--- config.mk ---
export PLATFORM = sky130hd
export DESIGN_NAME = mux4_rr_arbiter
export DESIGN_NICKNAME = d
export VERILOG_FILES = /design/src/rtl/mux_arb_pkg.sv /design/src/rtl/mux4_1.sv /design/src/rtl/mux4_rr_arbiter.sv
export SDC_FILE = /design/constraint.sdc
export NUM_CORES = 1
export LEC_CHECK = 0
export BUFFER_PORTS_ARGS = -buffer_cell sky130_fd_sc_hd__buf_4
export CAP_MARGIN = 20
export CELL_PAD_IN_SITES_DETAIL_PLACEMENT = 1
export CELL_PAD_IN_SITES_GLOBAL_PLACEMENT = 1
export CORE_MARGIN = 2
export CORE_UTILIZATION = 37
export CTS_CLUSTER_DIAMETER = 120
export DETAILED_ROUTE_END_ITERATION = 8
export PLACE_DENSITY = 0.8
export SLEW_MARGIN = 0
export SYNTH_ARGS = -nofsm -noshare
export SYNTH_HDL_FRONTEND = slang
export SYNTH_SLANG_ARGS = --single-unit
--- constraint.sdc ---
create_clock -name clk -period 2.16 [get_ports clk]
set_clock_uncertainty 0.1 [all_clocks]
set_input_delay 0.432 -clock clk [delete_from_list [all_inputs] [get_ports clk]]
set_output_delay 0.432 -clock clk [all_outputs]
set_load 0.01 [all_outputs]
--- src/rtl/mux_arb_pkg.sv ---
// rtl/mux_arb_pkg.sv - shared types and sizes for the mux4 round-robin arbiter
package mux_arb_pkg;

  localparam int NUM_REQ = 4;
  localparam int IDX_W   = 2;

  typedef enum logic {
    IDLE  = 1'b0,
    GRANT = 1'b1
  } arb_state_t;

endpackage

--- src/rtl/mux4_1.sv ---
// rtl/mux4_1.sv - 4:1 single-bit selector driven by s1:s0
module mux4_1 (
  input  logic i0,
  input  logic i1,
  input  logic i2,
  input  logic i3,
  input  logic s0,
  input  logic s1,
  output logic y
);

  // Pure combinational select of one of four data inputs
  always_comb begin
    y = i0;
    case ({s1, s0})
      2'b00:   y = i0;
      2'b01:   y = i1;
      2'b10:   y = i2;
      default: y = i3;
    endcase
  end

endmodule

--- src/rtl/mux4_rr_arbiter.sv ---
// rtl/mux4_rr_arbiter.sv - round-robin arbiter owning the select lines of a mux4_1
module mux4_rr_arbiter
  import mux_arb_pkg::*;
#(
  parameter int unsigned MAX_HOLD = 4
) (
  input  logic               clk,
  input  logic               rst,
  input  logic [NUM_REQ-1:0] req,
  input  logic               i0,
  input  logic               i1,
  input  logic               i2,
  input  logic               i3,
  output logic [NUM_REQ-1:0] gnt,
  output logic               s0,
  output logic               s1,
  output logic               y,
  output logic               y_valid,
  output logic               busy
);

  localparam logic [3:0] HOLD_LIMIT = 4'(MAX_HOLD);

  arb_state_t        state;
  logic [IDX_W-1:0]  owner;
  logic [IDX_W-1:0]  ptr;
  logic [3:0]        hold_cnt;

  logic [IDX_W-1:0]  owner_next_idx;
  logic [IDX_W-1:0]  idle_pick;
  logic [IDX_W-1:0]  rotate_pick;
  logic              others_req;

  // First set request scanning start, start+1, ... modulo NUM_REQ
  function automatic logic [IDX_W-1:0] rr_pick(input logic [NUM_REQ-1:0] r,
                                               input logic [IDX_W-1:0]   start);
    logic [IDX_W-1:0] idx;
    logic [IDX_W-1:0] pick;
    pick = start;
    for (int k = NUM_REQ - 1; k >= 0; k--) begin
      idx = start + IDX_W'(k);
      if (r[idx]) pick = idx;
    end
    return pick;
  endfunction

  function automatic logic [NUM_REQ-1:0] onehot(input logic [IDX_W-1:0] idx);
    return NUM_REQ'(1) << idx;
  endfunction

  // Candidate picks and competing-request detect for the current cycle
  always_comb begin
    owner_next_idx = owner + IDX_W'(1);
    idle_pick      = rr_pick(req, ptr);
    rotate_pick    = rr_pick(req, owner_next_idx);
    others_req     = (req & ~onehot(owner)) != '0;
  end

  // Arbitration FSM; every output except y is registered here
  always_ff @(posedge clk) begin
    if (rst) begin
      state    <= IDLE;
      owner    <= '0;
      ptr      <= '0;
      hold_cnt <= '0;
      gnt      <= '0;
      s0       <= 1'b0;
      s1       <= 1'b0;
      y_valid  <= 1'b0;
      busy     <= 1'b0;
    end else begin
      case (state)
        IDLE: begin
          if (req != '0) begin
            owner      <= idle_pick;
            gnt        <= onehot(idle_pick);
            {s1, s0}   <= idle_pick;
            hold_cnt   <= 4'd1;
            y_valid    <= 1'b1;
            busy       <= 1'b1;
            state      <= GRANT;
          end
        end
        GRANT: begin
          if (!req[owner]) begin
            // Owner released: hand over without a bubble, or fall idle
            ptr <= owner_next_idx;
            if (others_req) begin
              owner    <= rotate_pick;
              gnt      <= onehot(rotate_pick);
              {s1, s0} <= rotate_pick;
              hold_cnt <= 4'd1;
            end else begin
              gnt      <= '0;
              y_valid  <= 1'b0;
              busy     <= 1'b0;
              state    <= IDLE;
            end
          end else if (hold_cnt == HOLD_LIMIT && others_req) begin
            // Tenure exhausted while someone waits: force rotation
            ptr      <= owner_next_idx;
            owner    <= rotate_pick;
            gnt      <= onehot(rotate_pick);
            {s1, s0} <= rotate_pick;
            hold_cnt <= 4'd1;
          end else if (hold_cnt < HOLD_LIMIT) begin
            hold_cnt <= hold_cnt + 4'd1;
          end
        end
        default: begin
          state   <= IDLE;
          gnt     <= '0;
          y_valid <= 1'b0;
          busy    <= 1'b0;
        end
      endcase
    end
  end

  mux4_1 u_mux (
    .i0 (i0),
    .i1 (i1),
    .i2 (i2),
    .i3 (i3),
    .s0 (s0),
    .s1 (s1),
    .y  (y)
  );

endmodule

==> run_summary.xml <==
<?xml version="1.0" encoding="UTF-8"?>
<metrics>
  <group name="critical_path">
    <metric name="startpoint_type" unit="">register</metric>
    <metric name="timing.critical_path.arrival" unit="ns">2.18</metric>
    <metric name="slowest_cp_cell" unit="">or4_4</metric>
    <metric name="cp-end-kind" unit="">register</metric>
    <metric name="cp_data_required_time" unit="ns">2.23</metric>
    <metric name="critical_path_class" unit="">reg -&gt; reg</metric>
    <metric name="worst-r2r-setup-slack" unit="ns">0.04</metric>
    <metric name="critPathMaxFanout" unit="">5</metric>
    <metric name="critPathMaxStageDelay" unit="ns">0.57</metric>
    <metric name="crit_chain" unit="">inv_2, ha_1, nor2b_1, or4_4, o311a_4, o21ai_1, o41ai_2</metric>
  </group>
  <group name="power_and_ir_drop">
    <metric name="worst_supply_voltage_drop_on_vdd" unit="uV">432.6</metric>
    <metric name="total_leakage_power" unit="uW">0.0005378</metric>
    <metric name="comb_power_share" unit="%">46.0</metric>
    <metric name="p_switching" unit="uW">310.0</metric>
    <metric name="power.density_cell_area" unit="mW/mm^2">627.8</metric>
    <metric name="power.sequential.fraction" unit="%">37.3</metric>
    <metric name="net_switching_fraction_of_the_power" unit="%">36.44</metric>
    <metric name="pwr-share-clk" unit="%">16.7</metric>
    <metric name="internal_power" unit="uW">540.7</metric>
  </group>
  <group name="sta">
    <metric name="tightestPinTransition" unit="ns">0.4148</metric>
    <metric name="final_period_minus_worst_setup_slack" unit="ns">2.117</metric>
    <metric name="final_max_slew_viol_count" unit="">0</metric>
    <metric name="final_setup_violating_endpoints" unit="">0</metric>
    <metric name="rsz0062_at_grt" unit="">true</metric>
    <metric name="timing.fmax" unit="MHz">472.3</metric>
    <metric name="final.period_utilization" unit="%">98.02</metric>
    <metric name="timing.max_slew.rel_slack" unit="%">72.31</metric>
    <metric name="hold_slack" unit="ns">0.3537</metric>
    <metric name="final-hold-violation-count" unit="">0</metric>
  </group>
  <group name="detailed_routing">
    <metric name="via_per_inst" unit="">5.802</metric>
    <metric name="post_drt_wl_per_cell" unit="um">16.34</metric>
    <metric name="wirelength" unit="um">2892</metric>
    <metric name="drt_pass1_iterations" unit="">4</metric>
    <metric name="drt.antenna.violating_nets" unit="">0</metric>
    <metric name="drc" unit="">0</metric>
    <metric name="initialDrtViolationCount" unit="">22</metric>
    <metric name="detailroute.via_count" unit="">1027</metric>
  </group>
  <group name="logic_synthesis">
    <metric name="seq_area_frac_synth" unit="%">26.14</metric>
    <metric name="syn_area_per_cell" unit="um^2">8.789</metric>
    <metric name="asyncSetResetFlopFracSynth" unit="%">0</metric>
    <metric name="synth_compound_area_share" unit="%">28.94</metric>
    <metric name="synth_ff_type" unit="">dfxtp_1</metric>
    <metric name="count_of_distinct_cell_types_in_the_synthesized_netlist" unit="">46</metric>
    <metric name="ys_seq_elements" unit="">14</metric>
    <metric name="synth_top_family_by_area" unit="">compound AO/OA/AOI/OAI gates</metric>
    <metric name="synth-simple-area-share" unit="%">24.74</metric>
    <metric name="yosys.area_share.adder" unit="%">7.001</metric>
    <metric name="synth-edff-count" unit="">0</metric>
    <metric name="post_synth_instance_area" unit="mm^2">0.001072</metric>
    <metric name="syn_nets" unit="">138</metric>
    <metric name="synth_mux_area_share" unit="%">3.967</metric>
    <metric name="ys_warn_count" unit="">0</metric>
    <metric name="synthXorXnorAreaFrac" unit="%">0.8168</metric>
    <metric name="netlist_instances" unit="">122</metric>
  </group>
  <group name="grt">
    <metric name="first_pass_grt_wire_length" unit="um">4795</metric>
    <metric name="antenna_found_initial" unit="">0</metric>
    <metric name="grt_pass1_vias" unit="">1046</metric>
    <metric name="maximum_number_of_pins_on_one_net_before_global_route_repair" unit="">16</metric>
    <metric name="grt_overflow" unit="">0</metric>
    <metric name="globalRouteTotalUtil" unit="%">18.45</metric>
  </group>
  <group name="placed_design">
    <metric name="placed_cell_area" unit="mm^2">0.001276</metric>
    <metric name="gp_routability_congestion" unit="">0.8475</metric>
    <metric name="port-buffer-count" unit="">18</metric>
    <metric name="dp_hpwl" unit="um">2237</metric>
  </group>
  <group name="floorplan">
    <metric name="io_pins" unit="">19</metric>
    <metric name="floorplan.rows" unit="">19</metric>
    <metric name="floorplan.die.height" unit="um">57.84</metric>
    <metric name="die-area" unit="mm^2">0.003345</metric>
    <metric name="horizontal_die_dimension" unit="um">57.84</metric>
    <metric name="floorplan.initialDensity" unit="%">38.88</metric>
    <metric name="coreArea" unit="mm^2">0.002758</metric>
  </group>
  <group name="finish">
    <metric name="post_route_cells_drive_above_1_share" unit="%">36.30</metric>
    <metric name="filler_cell_count" unit="">331</metric>
    <metric name="final_area" unit="mm^2">0.001355</metric>
    <metric name="syn_to_final_growth" unit="%">26.37</metric>
    <metric name="design.final.nets" unit="">164</metric>
    <metric name="layout.area.seq" unit="um^2">285.3</metric>
    <metric name="multi_input_area" unit="um^2">753.2</metric>
    <metric name="ant_cells" unit="">0</metric>
    <metric name="post-route-util" unit="%">49.14</metric>
  </group>
  <group name="clock_tree">
    <metric name="cts_made_buffers" unit="">3</metric>
    <metric name="postCtsSetupRepairBufs" unit="">0</metric>
    <metric name="tritoncts_num_sinks" unit="">14</metric>
    <metric name="cts_root_buf" unit="">clkbuf_4</metric>
    <metric name="max-clock-path-buffers" unit="">2</metric>
    <metric name="htree_levels" unit="">1</metric>
    <metric name="insertion_delay" unit="ns">0.28</metric>
    <metric name="cts.reportedPaths.clkPinSlew" unit="ns">0.07</metric>
    <metric name="cts_tree" unit="">yes</metric>
  </group>
  <group name="hold_path">
    <metric name="hold_class" unit="">in -&gt; reg</metric>
  </group>
  <group name="run">
    <metric name="maxCapViolations" unit="">0</metric>
  </group>
  <group name="status">
    <metric name="outcome" unit="">finished, final reports clean</metric>
  </group>
</metrics>
power by group through the flow:
stage	clock, uW	sequential, uW	combinational (uW)
final	142	317	392
after global routing	161	321	428
after CTS	151	315	369
after detailed placement	0	320	364
after global placement	0	317	354
after floorplan	0	319	228
cells in the final DEF (no fill, tap or decap), types with 2 or more instances in the layout:
cell type,count
ha_1,4
a311oi_1,2
inv_1,8
a211oi_1,8
o22ai_1,2
nand2b_1,6
nor2b_1,3
buf_4,29
a21oi_1,9
mux2i_1,2
a21oi_2,2
inv_2,2
nor3b_1,4
nor3_1,8
o41ai_2,2
dfxtp_1,12
clkbuf_4,3
nand3b_1,2
nor2_1,6
layer usage:
metal	vias to the layer above	track usage, %	routed length [um]
met5	-	0	0
met4	0	3.322	9
met3	2	6.027	105
met2	16	29.71	1462
met1	505	24.45	1314
li1	504	-	-
logic make-up after synthesis:
| family | after synthesis |
|---|---|
| multiplexers | 3 |
| adder cells (fa/ha/maj) | 6 |
| AO/OA/AOI/OAI | 39 |
| buffers and inverters | 18 |
| AND/OR/NAND/NOR | 41 |
| flip-flops | 14 |
| XOR/XNOR | 1 |
metrics by stage:
stage | setup WS [ns] | power, uW | cells | setup TNS, ns
3_3_place_gp | 0.05880 | 670.9 | 174 | 0
4_1_cts | 0.003249 | 834.6 | 177 | 0
5_1_grt | -0.03072 | 911.1 | 177 | -0.04745
6_report | 0.04286 | 850.7 | 177 | 0
3_5_place_dp | -0.04152 | 683.7 | 174 | -0.05587
2_1_floorplan | 0.01899 | 546.9 | 122 | 0
registers in the layout, indices dropped and copies added, names as in the netlist:
register / flops
ptr: 2
busy: 1
gnt: 4
s1: 1
owner: 1
state: 1
hold_cnt: 4
path summary, 6_finish.rpt:
| check | start | end | depth (start not counted) |
|---|---|---|---|
| worst min register to register | hold_cnt[3] | hold_cnt[3] | 1 |
| worst max register to register | owner[0] | hold_cnt[1] | 7 |
| worst min-delay path | rst | s1 | 2 |
| worst max-delay path | owner[0] | hold_cnt[1] | 7 |
repair_timing:
item                       CTS  global route
hold buffers                 0             0
pin swaps                    0             2
hold endpoints to repair     0             0
resized for setup            2            11
setup endpoints to repair    2            10
critical path: cells and delay by family (launching register included):
kind            cells  cell delay [ns]
simple gates        2             0.65
compound gates      3             0.63
flops               1             0.37
fa+ha+maj           1             0.17
buf+inv             1             0.08
cell usage after synthesis, types with 2 or more instances:
library cell,count,area (um^2)
clkbuf_1,2,7.510
buf_2,3,15.01
dfxtp_1,14,280.3
mux2i_1,2,20.02
inv_1,10,37.54
a21oi_1,11,55.05
ha_1,6,75.07
nor2_1,6,22.52
o22ai_1,2,12.51
a311oi_1,3,26.28
nor2b_1,3,18.77
buf_6,2,22.52
nor3_1,8,40.04
nand3b_1,2,15.01
nor3b_1,4,30.03
a211oi_1,8,60.06
nand2b_1,7,43.79
final cells by class:
class / count / area share (%)
clock buffers: 3 / 1.662
multi-input cells: 90 / 55.59
well taps: 31 / 2.862
inverters: 10 / 2.770
flip-flops and latches: 14 / 21.05
repair buffers: 29 / 16.07
Power figures use the tool's default switching activity.
